==> config.mk <==
export PLATFORM = sky130hd
export DESIGN_NAME = pipe_skid_stage
export DESIGN_NICKNAME = d
export VERILOG_FILES = /design/src/rtl/rv_pipe_pkg.sv /design/src/rtl/pipe_skid_stage.sv
export SDC_FILE = /design/constraint.sdc
export NUM_CORES = 1
export LEC_CHECK = 0
export BUFFER_PORTS_ARGS = -buffer_cell sky130_fd_sc_hd__buf_2
export CAP_MARGIN = 30
export CORE_MARGIN = 3
export CORE_UTILIZATION = 28
export CTS_BUF_LIST = sky130_fd_sc_hd__clkbuf_4 sky130_fd_sc_hd__clkbuf_8 sky130_fd_sc_hd__clkbuf_16
export CTS_CLUSTER_SIZE = 20
export DETAILED_ROUTE_END_ITERATION = 6
export GPL_TIMING_DRIVEN = 0
export PLACE_DENSITY_LB_ADDON = 0.3
export REMOVE_ABC_BUFFERS = 1
export SLEW_MARGIN = 30
export SYNTH_ARGS = -nofsm -noshare
export SYNTH_HDL_FRONTEND = slang
export SYNTH_SLANG_ARGS = --single-unit
==> constraint.sdc <==
create_clock -name clk -period 1.5 [get_ports clk]
set_input_delay 0.45 -clock clk [delete_from_list [all_inputs] [get_ports clk]]
set_output_delay 0.45 -clock clk [all_outputs]
set_load 0.05 [all_outputs]
==> src/rtl/rv_pipe_pkg.sv <==
// Shared definitions for the RV32IM pipeline-stage registers.
//   stage_state_e : occupancy state of a valid/ready skid stage
//   *_W           : default payload widths at each pipeline boundary
//   occ_of()      : maps a stage state to its entry count
package rv_pipe_pkg;

  typedef enum logic [1:0] {
    ST_EMPTY = 2'd0,
    ST_ONE   = 2'd1,
    ST_FULL  = 2'd2
  } stage_state_e;

  localparam int unsigned IFID_W  = 32'd64;
  localparam int unsigned IDEX_W  = 32'd128;
  localparam int unsigned EXMEM_W = 32'd104;
  localparam int unsigned MEMWB_W = 32'd72;

  // The encoding is chosen so the state value is the entry count,
  // but the explicit mapping keeps that coupling in one place.
  function automatic logic [1:0] occ_of(input stage_state_e st);
    logic [1:0] occ;
    case (st)
      ST_EMPTY: occ = 2'd0;
      ST_ONE:   occ = 2'd1;
      ST_FULL:  occ = 2'd2;
      default:  occ = 2'd0;
    endcase
    return occ;
  endfunction

endpackage

==> src/rtl/pipe_skid_stage.sv <==
// Flushable valid/ready pipeline-stage register with a two-entry skid buffer.
// The main register drives out_data; the skid register catches the one
// payload that arrives while downstream is stalled, so in_ready never
// depends combinationally on out_ready.
// Ports:
//   clk, clrn               clock, asynchronous active-low reset
//   in_valid/in_ready/in_data    upstream handshake and payload
//   out_valid/out_ready/out_data downstream handshake and payload
//   flush                   synchronous squash of all held entries
//   occupancy               entries held (0..2)
//   stall_cnt               saturating count of back-pressured cycles
module pipe_skid_stage
  import rv_pipe_pkg::*;
#(
  parameter int unsigned DATA_W       = 128,
  parameter int unsigned CNT_W        = 16,
  parameter bit          CLR_ON_FLUSH = 1'b1
) (
  input  logic              clk,
  input  logic              clrn,
  input  logic              in_valid,
  output logic              in_ready,
  input  logic [DATA_W-1:0] in_data,
  output logic              out_valid,
  input  logic              out_ready,
  output logic [DATA_W-1:0] out_data,
  input  logic              flush,
  output logic [1:0]        occupancy,
  output logic [CNT_W-1:0]  stall_cnt
);

  localparam logic [CNT_W-1:0] CNT_MAX = {CNT_W{1'b1}};
  localparam logic [CNT_W-1:0] CNT_ONE = {{(CNT_W-1){1'b0}}, 1'b1};

  stage_state_e      state_q, state_d;
  logic [DATA_W-1:0] main_q, main_d;
  logic [DATA_W-1:0] skid_q, skid_d;
  logic [CNT_W-1:0]  cnt_q, cnt_d;

  logic in_fire_s;
  logic out_fire_s;

  // Handshake outputs decode registered state only.
  assign out_valid  = (state_q != ST_EMPTY);
  assign in_ready   = (state_q != ST_FULL);
  assign out_data   = main_q;
  assign occupancy  = occ_of(state_q);
  assign stall_cnt  = cnt_q;
  assign in_fire_s  = in_valid & in_ready;
  assign out_fire_s = out_valid & out_ready;

  // Next-state, payload movement and stall statistics.
  always_comb begin
    state_d = state_q;
    main_d  = main_q;
    skid_d  = skid_q;
    cnt_d   = cnt_q;

    if (flush) begin
      // Same-cycle in_fire payload is dropped; out_fire already happened.
      state_d = ST_EMPTY;
      if (CLR_ON_FLUSH) begin
        main_d = {DATA_W{1'b0}};
        skid_d = {DATA_W{1'b0}};
      end else begin
        main_d = main_q;
        skid_d = skid_q;
      end
    end else begin
      case (state_q)
        ST_EMPTY: begin
          if (in_fire_s) begin
            state_d = ST_ONE;
            main_d  = in_data;
          end else begin
            state_d = ST_EMPTY;
          end
        end
        ST_ONE: begin
          if (in_fire_s && out_fire_s) begin
            main_d = in_data;
          end else if (in_fire_s) begin
            state_d = ST_FULL;
            skid_d  = in_data;
          end else if (out_fire_s) begin
            state_d = ST_EMPTY;
          end else begin
            state_d = ST_ONE;
          end
        end
        ST_FULL: begin
          if (out_fire_s) begin
            state_d = ST_ONE;
            main_d  = skid_q;
          end else begin
            state_d = ST_FULL;
          end
        end
        default: begin
          state_d = ST_EMPTY;
        end
      endcase
    end

    // Counter ignores flush; saturates rather than wrapping.
    if (out_valid && !out_ready && (cnt_q != CNT_MAX)) begin
      cnt_d = cnt_q + CNT_ONE;
    end else begin
      cnt_d = cnt_q;
    end
  end

  // State, payload and counter registers.
  always_ff @(posedge clk or negedge clrn) begin
    if (!clrn) begin
      state_q <= ST_EMPTY;
      main_q  <= {DATA_W{1'b0}};
      skid_q  <= {DATA_W{1'b0}};
      cnt_q   <= {CNT_W{1'b0}};
    end else begin
      state_q <= state_d;
      main_q  <= main_d;
      skid_q  <= skid_d;
      cnt_q   <= cnt_d;
    end
  end

endmodule
==> impl_metrics.ini <==
[floorplanning]
die_h_um = 208.6
die_x_um = 208.6
rows = 73
pin_count = 281
die_area_um2 = 43510
start_util_pct = 28.66
core_area_um2 = 40100

[power]
power_mw = 23.61
power_leakage_nw = 9.596
powerDensity_nw_per_um2 = 1158
vdd_ir_drop_max_mv = 0.9072

[yosys]
synthArstFlopShare_pct = 100.0
synth.area.top_cells = dfrtp_1 60%, a22o_1 9.8%, a311oi_1 9.8%, nand2_1 8.6%, nor2_1 4.4%
dominantRegCellSynth = dfrtp_1
yosysTopAreaCellShare_pct = 59.67
synth_most_common_cell = dfrtp_1
ys_ff_latch = 274
netlist_area_um2 = 11490
synth_common_cells = 274 x dfrtp_1, 264 x nand2_1, 136 x nor2_1, 128 x a22o_1, 128 x a311oi_1
synth_warnings = 0
synth_edf_count = 0
synth_area_per_cell_um2 = 10.62
synth.largest_area_cell = dfrtp_1
synth_cells = 1082
yosysSeqAreaShare_pct = 59.67
ys_types = 32

[cts]
htreeDepth = 2
clock_sinks = 274
tritoncts = yes
clkTransAtPathRegs_ps = 50
root_buffer = clkbuf_16
cts_buffer_depth = 3
cts_buffers = 34
clock_latency_ps = 530

[detailed_routing]
vias = 11300
vias_per_cell = 5.279
drt-met1-wl_um = 19730
highest_layer = met5
met3WireLength_um = 3540
drt-wirelength-per-cell_um = 22.54
drtPass1Iterations = 5
final_antenna_net_count = 0
drc = 0
wl_met2_um = 23330
dr.first_iter.drc_count = 727
wl_um = 48240

[placed_design]
dp.cells = 1831
dp_hpwl_um = 22500
port_buffers = 280
place.gp.congestion = 0.7218
pre_cts_ws_ps = -1767

[cells_and_area]
fillers = 3392
diodes = 0
syn2layout_area_growth_pct = 77.40
regArea_um2 = 6875
layout.nets = 1725
multiInputGateArea_um2 = 5189
drive_gt1_share_pct = 51.52
stdcell_count = 2140

[run_status]
status = complete, but fails checks
violations = hold timing, setup timing

[setup_path]
crit_start = state_q[1]$_DFFE_PN0P_
cp-end-kind = output port
cp.required_ps = 1050
crit_chain = nor2b_4 -> clkbuf_16 -> inv_16 -> buf_16 -> buf_12
r2r_start = state_q[1]$_DFFE_PN0P_
cpLargestDelayFamily = buffers and inverters
crit_path_start_kind = flop
critPathMaxStageDelay_ps = 410
r2r_slack_ps = -600
slowest_stage = dfrtp_2
worstPathArrival_ps = 1660
path_class = flop to output port
crit_path_max_fanout = 5
path_buf_inv = 4

[timing]
grt_setup_unrepaired = true
hold_violations = 61
maxSlewViolCount = 0
clock_skew_ps = 17.43
setup_viol = 418
worst_slew_pin_slew_ps = 535.4
fin_crit_sh_pct = 140.9
layout_setup_ws_ps = -613.2
holdWs_ps = -138.6
slew_headroom_pct = 64.31
fmax_mhz = 473.2
fin_crit_ps = 2113

[grt]
grt_start_max_net_pins = 82
antenna_found_initial = 6
grt_pass1_vias = 11730
overflow = 0
grt_usage_pct = 21.20
grt_pass1_wl_um = 72170

[job]
drv_cap = 0

[min_path]
hold_class = input pin to asynchronous set/reset pin
-- report_power, final --
part / total, mW / switching (mW) / internal [mW]
logic: 6.85 / 3.70 / 3.15
registers: 8.34 / 0.441 / 7.90
clock network: 8.42 / 3.29 / 5.13
-- logic make-up (layout without fill, tap and decap cells) --
group | Yosys count | in the layout | share of synthesized area (%)
compound gates | 262 | 262 | 19.96
xor+xnor | 14 | 14 | 1.067
fa+ha+maj | 1 | 1 | 0.1089
buf+inv | 102 | 635 | 4.464
flops | 274 | 274 | 59.67
mux | 3 | 3 | 0.2831
simple gates | 426 | 426 | 14.45
-- cell type report --
type                       instances  area share [%]
timing repair buffer             571           31.68
multi-input combinational        706           25.45
clock inverter                     8          0.3560
clock buffer                      52           5.279
sequential                       274           33.73
tap                              525           3.222
timing repair inverter             3          0.1841
inverter                           1         0.09821
-- flip-flops by register name, summed over array words and instances (netlist names) --
name	count
out_data	128
skid_q	128
stall_cnt	16
state_q	2
-- cell usage in the layout, fill, tap and decap left out, types with 36 or more instances in the layout --
master | synthesis | layout
buf_2 | 61 | 130
clkbuf_16 | 0 | 45
a311oi_2 | 0 | 102
buf_6 | 2 | 183
nor2_1 | 136 | 80
dfrtp_1 | 274 | 259
nor2_2 | 0 | 36
nand2_1 | 264 | 261
a22o_1 | 128 | 128
buf_4 | 10 | 139
buf_16 | 0 | 50
-- per-layer routing --
layer | vias to the layer above | GRT usage (%)
met3 | 108 | 5.585
met5 | - | 0
met1 | 5773 | 27.99
li1 | 4942 | -
met2 | 461 | 34.18
met4 | 12 | 6.790
-- path summary, 6_finish.rpt --
path                                       endpoint  cells after the start
max                                        in_ready                      5
min                        out_data[60]$_DFFE_PN0P_                      1
max reg2reg                out_data[73]$_DFFE_PN0P_                     10
min reg2reg                  skid_q[61]$_DFFE_PN0P_                      1
max in group asynchronous    state_q[0]$_DFFE_PN0P_                      3
min in group clk             skid_q[61]$_DFFE_PN0P_                      2
-- through the flow --
| step | utilization, % | cell area [um2] | setup TNS, ps | hold slack, ps |
|---|---|---|---|---|
| floorplan | - | 10980 | -1989290 | 154.4 |
| global placement | 32.52 | 13040 | -5816090 | 486.9 |
| detailed placement | 34.91 | 14000 | -239580 | 431.9 |
| CTS | 48.55 | 19470 | -131010 | -153.1 |
| global route | 50.84 | 20380 | -139490 | -120.5 |
| finish | 50.84 | 20380 | -115730 | -138.6 |
-- worst register-to-register path: cells and delay by family (launching register included) --
kind / cells / cell delay, ps
multiplexers: 1 / 250
buffers and inverters: 7 / 1010
flip-flops: 1 / 410
AO/OA/AOI/OAI: 2 / 320
-- what timing repair did --
item	in CTS	in global routing
pin swaps	97	136
endpoints found under the hold margin	61	61
cloned	46	4
buffers inserted	149	76
setup endpoints to repair	419	421
gates resized for setup	552	152
Power figures use the tool's default switching activity.
